## config.mk

```make
export PLATFORM = sky130hd
export DESIGN_NAME = debug_ctrl_flat
export DESIGN_NICKNAME = d
export VERILOG_FILES = /design/src/rtl/debug_pkg.sv /design/src/rtl/debug_ctrl_if.sv /design/src/rtl/debug_ctrl_tx_word_serializer.sv /design/src/rtl/debug_ctrl.sv /design/src/flat_wrapper.sv
export SDC_FILE = /design/constraint.sdc
export NUM_CORES = 1
export LEC_CHECK = 0
export BUFFER_PORTS_ARGS = -buffer_cell sky130_fd_sc_hd__buf_2
export CAP_MARGIN = 5
export CORE_ASPECT_RATIO = 0.7
export CORE_MARGIN = 2
export CORE_UTILIZATION = 35
export CTS_BUF_LIST = sky130_fd_sc_hd__clkbuf_2 sky130_fd_sc_hd__clkbuf_4 sky130_fd_sc_hd__clkbuf_8
export CTS_CLUSTER_SIZE = 25
export DETAILED_ROUTE_END_ITERATION = 7
export GPL_TIMING_DRIVEN = 0
export SYNTH_ARGS = -nofsm -noshare
export SYNTH_HDL_FRONTEND = slang
export SYNTH_SLANG_ARGS = --single-unit
```

## constraint.sdc

```tcl
create_clock -name i_clk -period 4.5 [get_ports i_clk]
set_input_delay 0.225 -clock i_clk [delete_from_list [all_inputs] [get_ports i_clk]]
set_output_delay 0.225 -clock i_clk [all_outputs]
set_load 0.02 [all_outputs]
```

## src/rtl/debug_pkg.sv

```systemverilog
// Shared constants for the UART debug controller: command bytes, dump geometry
// and the controller state encoding.
package debug_pkg;

  localparam logic [7:0] CMD_LOAD = 8'h4C;
  localparam logic [7:0] CMD_RUN  = 8'h43;
  localparam logic [7:0] CMD_STEP = 8'h53;

  localparam int DUMP_WORDS     = 34;
  localparam int BYTES_PER_WORD = 4;

  localparam logic [3:0] ST_IDLE       = 4'd0;
  localparam logic [3:0] ST_LEN_LO     = 4'd1;
  localparam logic [3:0] ST_LEN_HI     = 4'd2;
  localparam logic [3:0] ST_LOAD_BYTE  = 4'd3;
  localparam logic [3:0] ST_LOAD_WRITE = 4'd4;
  localparam logic [3:0] ST_CPU_RST    = 4'd5;
  localparam logic [3:0] ST_RUN        = 4'd6;
  localparam logic [3:0] ST_STEP       = 4'd7;
  localparam logic [3:0] ST_DUMP_FETCH = 4'd8;
  localparam logic [3:0] ST_DUMP_SEND  = 4'd9;
  localparam logic [3:0] ST_DUMP_WAIT  = 4'd10;

  // Cycle counter increment that sticks at all-ones instead of wrapping.
  function automatic logic [31:0] sat_inc32(input logic [31:0] v);
    return (v == 32'hFFFF_FFFF) ? v : v + 32'd1;
  endfunction

endpackage

```

## src/rtl/debug_ctrl_if.sv

```systemverilog
// Bundle of UART, instruction-memory and CPU-side signals of the debug controller.
// Handshakes: rx_done/tx_start/tx_done are single-cycle pulses; data is valid in the pulse cycle.
interface debug_ctrl_if #(
  parameter int NBITS  = 32,
  parameter int INBITS = 16,
  parameter int REGS   = 5
);
  logic [7:0]        i_rx_data;
  logic              i_rx_done;
  logic [7:0]        o_tx_data;
  logic              o_tx_start;
  logic              i_tx_done;
  logic              o_imem_wr_en;
  logic [INBITS-1:0] o_imem_addr;
  logic [NBITS-1:0]  o_imem_data;
  logic              o_cpu_en;
  logic              o_cpu_reset;
  logic              i_cpu_halt;
  logic [NBITS-1:0]  i_pc;
  logic [REGS-1:0]   o_reg_addr;
  logic [NBITS-1:0]  i_reg_data;

  modport master (
    input  i_rx_data, i_rx_done, i_tx_done, i_cpu_halt, i_pc, i_reg_data,
    output o_tx_data, o_tx_start, o_imem_wr_en, o_imem_addr, o_imem_data,
           o_cpu_en, o_cpu_reset, o_reg_addr
  );

  modport slave (
    output i_rx_data, i_rx_done, i_tx_done, i_cpu_halt, i_pc, i_reg_data,
    input  o_tx_data, o_tx_start, o_imem_wr_en, o_imem_addr, o_imem_data,
           o_cpu_en, o_cpu_reset, o_reg_addr
  );
endinterface

```

## src/rtl/debug_ctrl_tx_word_serializer.sv

```systemverilog
// Sends one 32-bit word as 4 UART bytes, LSB first, using the tx_start/tx_done
// handshake; o_word_done pulses with the tx_done of the last byte.
module tx_word_serializer
  import debug_pkg::*;
(
  input  logic        i_clk,
  input  logic        i_reset,
  input  logic        i_load,
  input  logic [31:0] i_word,
  input  logic        i_tx_done,
  output logic [7:0]  o_tx_data,
  output logic        o_tx_start,
  output logic        o_word_done,
  output logic [1:0]  o_phase
);

  localparam logic [1:0] PH_IDLE = 2'd0;
  localparam logic [1:0] PH_SEND = 2'd1;
  localparam logic [1:0] PH_WAIT = 2'd2;

  logic [1:0]  r_phase;
  logic [31:0] r_shift;
  logic [1:0]  r_byte;
  logic        w_last_byte;

  assign w_last_byte = (r_byte == 2'(BYTES_PER_WORD - 1));

  always_ff @(posedge i_clk) begin
    if (i_reset) begin
      r_phase <= PH_IDLE;
      r_shift <= '0;
      r_byte  <= '0;
    end else begin
      case (r_phase)
        PH_IDLE: begin
          if (i_load) begin
            r_shift <= i_word;
            r_byte  <= '0;
            r_phase <= PH_SEND;
          end
        end
        PH_SEND: r_phase <= PH_WAIT;
        PH_WAIT: begin
          if (i_tx_done) begin
            // The last byte is not shifted out so o_tx_data stays put afterwards.
            if (w_last_byte) begin
              r_phase <= PH_IDLE;
            end else begin
              r_byte  <= r_byte + 2'd1;
              r_shift <= {8'h00, r_shift[31:8]};
              r_phase <= PH_SEND;
            end
          end
        end
        default: r_phase <= PH_IDLE;
      endcase
    end
  end

  assign o_tx_data   = r_shift[7:0];
  assign o_tx_start  = (r_phase == PH_SEND);
  assign o_word_done = (r_phase == PH_WAIT) && i_tx_done && w_last_byte;
  assign o_phase     = r_phase;

endmodule

```

## src/rtl/debug_ctrl.sv

```systemverilog
// UART debug controller: loads program words into instruction memory, runs or
// single-steps the CPU, then dumps PC, cycle count and the register file.
module debug_ctrl
  import debug_pkg::*;
#(
  parameter int NBITS      = 32,
  parameter int INBITS     = 16,
  parameter int CELDAS_REG = 32,
  parameter int REGS       = 5
) (
  input  logic         i_clk,
  input  logic         i_reset,
  debug_ctrl_if.master bus,
  output logic [3:0]   o_dbg_state,
  output logic [1:0]   o_dbg_ser_phase
);

  localparam logic [5:0] LAST_WORD = 6'(CELDAS_REG + 1);

  logic [3:0]        r_state;
  logic [15:0]       r_len;
  logic [15:0]       r_wcnt;
  logic [1:0]        r_bcnt;
  logic [NBITS-1:0]  r_asm;
  logic [INBITS-1:0] r_addr;
  logic [31:0]       r_cycles;
  logic [NBITS-1:0]  r_pc_lat;
  logic [5:0]        r_dump_idx;
  logic [REGS-1:0]   r_reg_idx;

  logic              w_load;
  logic [NBITS-1:0]  w_word;
  logic              w_word_done;
  logic              w_cpu_en;

  assign w_cpu_en = ((r_state == ST_RUN) || (r_state == ST_STEP)) && !bus.i_cpu_halt;
  assign w_load   = (r_state == ST_DUMP_FETCH);

  always_comb begin
    w_word = bus.i_reg_data;
    if (r_dump_idx == 6'd0)      w_word = r_pc_lat;
    else if (r_dump_idx == 6'd1) w_word = r_cycles;
  end

  always_ff @(posedge i_clk) begin
    if (i_reset) begin
      r_state    <= ST_IDLE;
      r_len      <= '0;
      r_wcnt     <= '0;
      r_bcnt     <= '0;
      r_asm      <= '0;
      r_addr     <= '0;
      r_cycles   <= '0;
      r_pc_lat   <= '0;
      r_dump_idx <= '0;
      r_reg_idx  <= '0;
    end else begin
      case (r_state)
        ST_IDLE: begin
          if (bus.i_rx_done) begin
            case (bus.i_rx_data)
              CMD_LOAD: r_state <= ST_LEN_LO;
              CMD_RUN:  r_state <= ST_RUN;
              CMD_STEP: r_state <= ST_STEP;
              default:  r_state <= ST_IDLE;
            endcase
          end
        end
        ST_LEN_LO: begin
          if (bus.i_rx_done) begin
            r_len[7:0] <= bus.i_rx_data;
            r_state    <= ST_LEN_HI;
          end
        end
        ST_LEN_HI: begin
          if (bus.i_rx_done) begin
            r_len[15:8] <= bus.i_rx_data;
            r_addr      <= '0;
            r_wcnt      <= '0;
            r_bcnt      <= '0;
            r_state     <= ({bus.i_rx_data, r_len[7:0]} == 16'd0) ? ST_CPU_RST : ST_LOAD_BYTE;
          end
        end
        ST_LOAD_BYTE: begin
          if (bus.i_rx_done) begin
            r_asm[{r_bcnt, 3'b000} +: 8] <= bus.i_rx_data;
            r_bcnt <= r_bcnt + 2'd1;
            if (r_bcnt == 2'd3) r_state <= ST_LOAD_WRITE;
          end
        end
        ST_LOAD_WRITE: begin
          r_addr  <= r_addr + 1'b1;
          r_wcnt  <= r_wcnt + 16'd1;
          r_state <= ((r_wcnt + 16'd1) == r_len) ? ST_CPU_RST : ST_LOAD_BYTE;
        end
        ST_CPU_RST: begin
          r_cycles <= '0;
          r_state  <= ST_IDLE;
        end
        ST_RUN: begin
          if (bus.i_cpu_halt) begin
            r_pc_lat   <= bus.i_pc;
            r_dump_idx <= '0;
            r_reg_idx  <= '0;
            r_state    <= ST_DUMP_FETCH;
          end else begin
            r_cycles <= sat_inc32(r_cycles);
          end
        end
        ST_STEP: begin
          if (!bus.i_cpu_halt) r_cycles <= sat_inc32(r_cycles);
          r_pc_lat   <= bus.i_pc;
          r_dump_idx <= '0;
          r_reg_idx  <= '0;
          r_state    <= ST_DUMP_FETCH;
        end
        ST_DUMP_FETCH: r_state <= ST_DUMP_SEND;
        ST_DUMP_SEND:  r_state <= ST_DUMP_WAIT;
        ST_DUMP_WAIT: begin
          if (bus.i_tx_done) begin
            if (!w_word_done) begin
              r_state <= ST_DUMP_SEND;
            end else if (r_dump_idx == LAST_WORD) begin
              r_reg_idx <= '0;
              r_state   <= ST_IDLE;
            end else begin
              // Words 0 and 1 are PC and cycle count; registers start at word 2.
              if (r_dump_idx >= 6'd2) r_reg_idx <= r_reg_idx + 1'b1;
              r_dump_idx <= r_dump_idx + 6'd1;
              r_state    <= ST_DUMP_FETCH;
            end
          end
        end
        default: r_state <= ST_IDLE;
      endcase
    end
  end

  tx_word_serializer u_ser (
    .i_clk       (i_clk),
    .i_reset     (i_reset),
    .i_load      (w_load),
    .i_word      (w_word),
    .i_tx_done   (bus.i_tx_done),
    .o_tx_data   (bus.o_tx_data),
    .o_tx_start  (bus.o_tx_start),
    .o_word_done (w_word_done),
    .o_phase     (o_dbg_ser_phase)
  );

  assign bus.o_imem_wr_en = (r_state == ST_LOAD_WRITE);
  assign bus.o_imem_addr  = r_addr;
  assign bus.o_imem_data  = r_asm;
  assign bus.o_cpu_en     = w_cpu_en;
  assign bus.o_cpu_reset  = (r_state == ST_CPU_RST);
  assign bus.o_reg_addr   = r_reg_idx;
  assign o_dbg_state      = r_state;

endmodule

```

## src/flat_wrapper.sv

```systemverilog
// flat-port wrapper written by rule: the top's interface ports become plain ports
module debug_ctrl_flat import debug_pkg::*;
#(
  parameter int NBITS      = 32,
  parameter int INBITS     = 16,
  parameter int CELDAS_REG = 32,
  parameter int REGS       = 5
)
  (i_clk, i_reset, o_dbg_state, o_dbg_ser_phase, bus_i_rx_data, bus_i_rx_done, bus_i_tx_done, bus_i_cpu_halt, bus_i_pc, bus_i_reg_data, bus_o_tx_data, bus_o_tx_start, bus_o_imem_wr_en, bus_o_imem_addr, bus_o_imem_data, bus_o_cpu_en, bus_o_cpu_reset, bus_o_reg_addr);
  debug_ctrl_if #(.NBITS(NBITS), .INBITS(INBITS), .REGS(REGS)) bus_i ();
  input  logic i_clk;
  input  logic i_reset;
  output logic [3:0] o_dbg_state;
  output logic [1:0] o_dbg_ser_phase;
  input wire logic [$bits(bus_i.i_rx_data)-1:0] bus_i_rx_data;
  input wire logic [$bits(bus_i.i_rx_done)-1:0] bus_i_rx_done;
  input wire logic [$bits(bus_i.i_tx_done)-1:0] bus_i_tx_done;
  input wire logic [$bits(bus_i.i_cpu_halt)-1:0] bus_i_cpu_halt;
  input wire logic [$bits(bus_i.i_pc)-1:0] bus_i_pc;
  input wire logic [$bits(bus_i.i_reg_data)-1:0] bus_i_reg_data;
  output wire logic [$bits(bus_i.o_tx_data)-1:0] bus_o_tx_data;
  output wire logic [$bits(bus_i.o_tx_start)-1:0] bus_o_tx_start;
  output wire logic [$bits(bus_i.o_imem_wr_en)-1:0] bus_o_imem_wr_en;
  output wire logic [$bits(bus_i.o_imem_addr)-1:0] bus_o_imem_addr;
  output wire logic [$bits(bus_i.o_imem_data)-1:0] bus_o_imem_data;
  output wire logic [$bits(bus_i.o_cpu_en)-1:0] bus_o_cpu_en;
  output wire logic [$bits(bus_i.o_cpu_reset)-1:0] bus_o_cpu_reset;
  output wire logic [$bits(bus_i.o_reg_addr)-1:0] bus_o_reg_addr;
  assign bus_i.i_rx_data = bus_i_rx_data;
  assign bus_i.i_rx_done = bus_i_rx_done;
  assign bus_i.i_tx_done = bus_i_tx_done;
  assign bus_i.i_cpu_halt = bus_i_cpu_halt;
  assign bus_i.i_pc = bus_i_pc;
  assign bus_i.i_reg_data = bus_i_reg_data;
  assign bus_o_tx_data = bus_i.o_tx_data;
  assign bus_o_tx_start = bus_i.o_tx_start;
  assign bus_o_imem_wr_en = bus_i.o_imem_wr_en;
  assign bus_o_imem_addr = bus_i.o_imem_addr;
  assign bus_o_imem_data = bus_i.o_imem_data;
  assign bus_o_cpu_en = bus_i.o_cpu_en;
  assign bus_o_cpu_reset = bus_i.o_cpu_reset;
  assign bus_o_reg_addr = bus_i.o_reg_addr;
  debug_ctrl #(.NBITS(NBITS), .INBITS(INBITS), .CELDAS_REG(CELDAS_REG), .REGS(REGS)) u_core (.i_clk(i_clk), .i_reset(i_reset), .bus(bus_i), .o_dbg_state(o_dbg_state), .o_dbg_ser_phase(o_dbg_ser_phase));
endmodule
```

==> results.md <==
* Setup crit start kind: flip-flop
* Fmax at 0.334 GHz
* Final Max Tran Viols at 0
* Flop pwr share at 0.565
* Num rows at 50
* Max Cap Viol at 0
* CTS tree: yes
* Grt ovf at 0
* Initial Util at 0.360
* #FFs+latches synth at 197
* First-pass GRT wire length at 49.2 mm
* Die width at 203 µm
* Cell area after placement at 10,900 µm²
* Clock sink count at 197
* Mapped Area at 9720 µm²
* Setup-failing EPs final at 0
* Nets at 1,526
* RD Place Congestion at 0.886
* Final hold violation count at 0
* Post-synthesis cell type count at 62
* Pwr/cell area at 267 nW/µm²
* WHS Path Cells at 3
* Clock power frac at 0.390
* Final Non-Filler Cells at 1,812
* Max-slew headroom at 0.383
* Largest buffer count on any clock path at 2
* Outcome: finished clean
* Comb pwr share at 0.045
* Post-route DRC at 0
* Worst EP required at 4.28 ns
* Post-synth top area share at 0.406
* Core ar. at 27,000 µm²
* Yosys warns at 0
* Number of global-route vias before repair at 8,648
* Setup TNS at 0 ns
* Chip height at 143 µm
* Family with the most delay on the worst path: buffers and inverters
* Worst clock skew at 0.0170 ns
* Antenna violations before repair at 0
* Reg2reg start: u_core.o_dbg_state[3]
* Crit Path Class: flip-flop to output pin
* Final wirelength at 31.3 mm
* Critical-path cell list: clkbuf_1 > nor2_1 > nand2_1 > inv_1 > clkbuf_1 > buf_2 > buf_2
* Largest net degree at the start of global routing at 17
* Avg Inst Size Synth at 7.79 µm²
* Total track usage at 0.216
* CP peak stage delay at 0.41 ns
* Via Count at 9,490
* PortBufs at 138
* Max IR drop VDD at 0.180 mV
* Placed cell count at 1,749
* Die area at 29,100 µm²
* Share of cells above drive strength 1 at 0.142
* Num CTS Buffers at 17
* Io pins at 148
* Synth Flop Type: dfxtp_1
* Sequential-to-total area share from yosys stat at 0.406
* Design Power at 3.09 mW
* Crit share post-route at 0.665
* RSZ-0062 raised after global routing: false
* Post-route ant nets at 0
* Setup crit start: u_core.o_dbg_state[3]
* Finished layout cell area at 11,600 µm²
* FF-to-FF setup slack at 1.75 ns
* Root buf cell: clkbuf_8
* Syn_nets at 1,338
* Reg2reg end: u_core.r_wcnt[4]
* Psw at 742 µW
* Power Internal at 2.35 mW
* Area Growth Syn to Fin at 19.2%
* WP buf/inv at 5
* Clock latency on the worst-skew pair at 0.49 ns
* Worst setup EP type: output pin
* WP data arrival at 2.77 ns
* Hold EP: u_core.r_pc_lat[26]
* Post-DR wirelength/cell at 17.3 µm
* Vias/cell at 5.24
* H-tree Lvls at 4
* Static leakage at 4.50 nW
* Worst reg-to-reg path cell count at 9
* Crit Path Max Fanout at 10
* Yosys top cell by area: dfxtp_1
* DRT Pass-1 Iters at 5
* DR iter-0 viols at 692
* Number of antenna diodes at 0
* Dpl hpwl at 23.5 mm
* Post-synth EDFFs at 0
* Ys async rst share at 0
* Synth area leaders: dfxtp_1 41%, a21oi_1 7.4%, nor2_1 6.9%, nand2_1 6.5%, mux2i_1 4.4%
* Post-layout min period at 2.99 ns
* Final core occ at 0.429
* Crit path max-delay cell type: dfxtp_1
* Slew @ Worst Pin at 0.924 ns
* Resized Gates After CTS at 0
* HP Class: input pin to flip-flop
* Min-delay src: bus_i_pc[26]
* Post-Synthesis Cells at 1,247
* Switching Share at 0.240
* Clk slew on worst S/H paths at 0.09 ns
area by class of cell:
| type | instances | area, µm² |
|---|---|---|
| multi-input combinational | 933 | 5270 |
| fill | 2801 | 15400 |
| clock inverter | 10 | 123 |
| tap | 364 | 455 |
| sequential | 197 | 3940 |
| clock buffer | 22 | 284 |
| buffer | 100 | 443 |
| inverter | 17 | 63.8 |
| timing repair buffer | 169 | 1000 |
cell usage after synthesis (all sizes together), types with 5 or more instances:
| library cell | number |
|---|---|
| dfxtp | 197 |
| xnor2 | 24 |
| a211oi | 16 |
| nor2 | 179 |
| inv | 17 |
| and2 | 8 |
| a21oi | 144 |
| nor2b | 8 |
| nor3b | 6 |
| clkbuf | 75 |
| and3 | 17 |
| xor2 | 37 |
| nand4 | 27 |
| nand2b | 7 |
| a221oi | 24 |
| a311oi | 6 |
| nor4 | 8 |
| o211ai | 6 |
| nand3 | 66 |
| buf | 25 |
| ha | 14 |
| nor3 | 43 |
| o21ai | 23 |
| or2 | 5 |
| or3 | 6 |
| mux2i | 43 |
| nand2 | 168 |
| and4 | 7 |
registers in the layout, indices dropped and copies added (netlist names), 4 cells and up:
name,cells
u_core.bus.o_imem_data,32
u_core.u_ser.r_shift,32
u_core.o_dbg_state,4
u_core.r_cycles,32
u_core.bus.o_reg_addr,5
u_core.bus.o_imem_addr,16
u_core.r_len,16
u_core.r_pc_lat,32
u_core.r_dump_idx,6
u_core.r_wcnt,16
worst max-delay path by stage:
| stage | end | slack, ns | cells past startpoint |
|---|---|---|---|
| after detailed placement | u_core.r_wcnt[4] | 1.84 | 9 |
| after global placement | u_core.r_wcnt[8] | 1.84 | 8 |
| after CTS | bus_o_imem_wr_en | 1.48 | 7 |
| final | bus_o_imem_wr_en | 1.51 | 7 |
| after global routing | bus_o_imem_wr_en | 1.23 | 7 |
| after floorplan | u_core.r_cycles[25] | 2.24 | 10 |
logic make-up (layout without fill, tap and decap cells):
family,after synthesis,count (layout),share of synthesized area
adders and majority gates,14,14,0.0180
AOI/OAI and AO/OA,240,240,0.148
muxes,43,43,0.0443
xor gates and xnor gates,61,61,0.0550
and+or+nand+nor,575,575,0.277
DFF,197,197,0.406
buffers and inverters,117,318,0.0521
cell usage in the layout (no fill, tap or decap), drive strengths merged, types with 5 or more instances in the layout:
cell type,netlist,routed
nor3b,6,6
a311oi,6,6
nand3,66,66
nor2,179,179
xnor2,24,24
o211ai,6,6
clkinv,0,6
or3,6,6
and2,8,8
a211oi,16,16
nand2b,7,7
nand4,27,27
and3,17,17
a221oi,24,24
nand2,168,168
nor2b,8,8
and4,7,7
mux2i,43,43
xor2,37,37
clkbuf,75,97
dlygate4sd3,0,31
nor4,8,8
o21ai,23,23
inv,17,19
or2,5,5
nor3,43,43
ha,14,14
dfxtp,197,197
a21oi,144,144
buf,25,163
per-layer routing:
layer	global-route usage	part of all wire
met5	0	0
met4	0.0369	0.0075
met3	0.0533	0.065
met2	0.294	0.39
met1	0.340	0.54
what timing repair did:
action | CTS | global route
setup endpoints to repair | 0 | 0
endpoints found under the hold margin | 31 | 0
hold buffers | 31 | 0
buffers inserted | 0 | 0
per-stage QoR:
step | worst slack [ns] | hold slack [ns]
after global routing | 1.23 | 0.00741
final | 1.51 | 0.0441
after detailed placement | 1.84 | 0.443
after CTS | 1.48 | 0.00205
after floorplan | 2.24 | 0.361
after global placement | 1.84 | 0.440
tightest hold or removal path, cell delays in order:
cell,delay [ns]
buf_2,0.10
nand2_1,0.09
a21oi_1,0.07
power groups by stage:
| stage | clock network [mW] | logic, mW | registers (mW) |
|---|---|---|---|
| floorplan | 0 | 0.0513 | 1.78 |
| global placement | 0 | 0.119 | 1.78 |
| detailed placement | 0 | 0.119 | 1.78 |
| CTS | 1.24 | 0.140 | 1.74 |
| global route | 1.31 | 0.152 | 1.74 |
| finish | 1.21 | 0.139 | 1.74 |
Power figures use the tool's default switching activity.
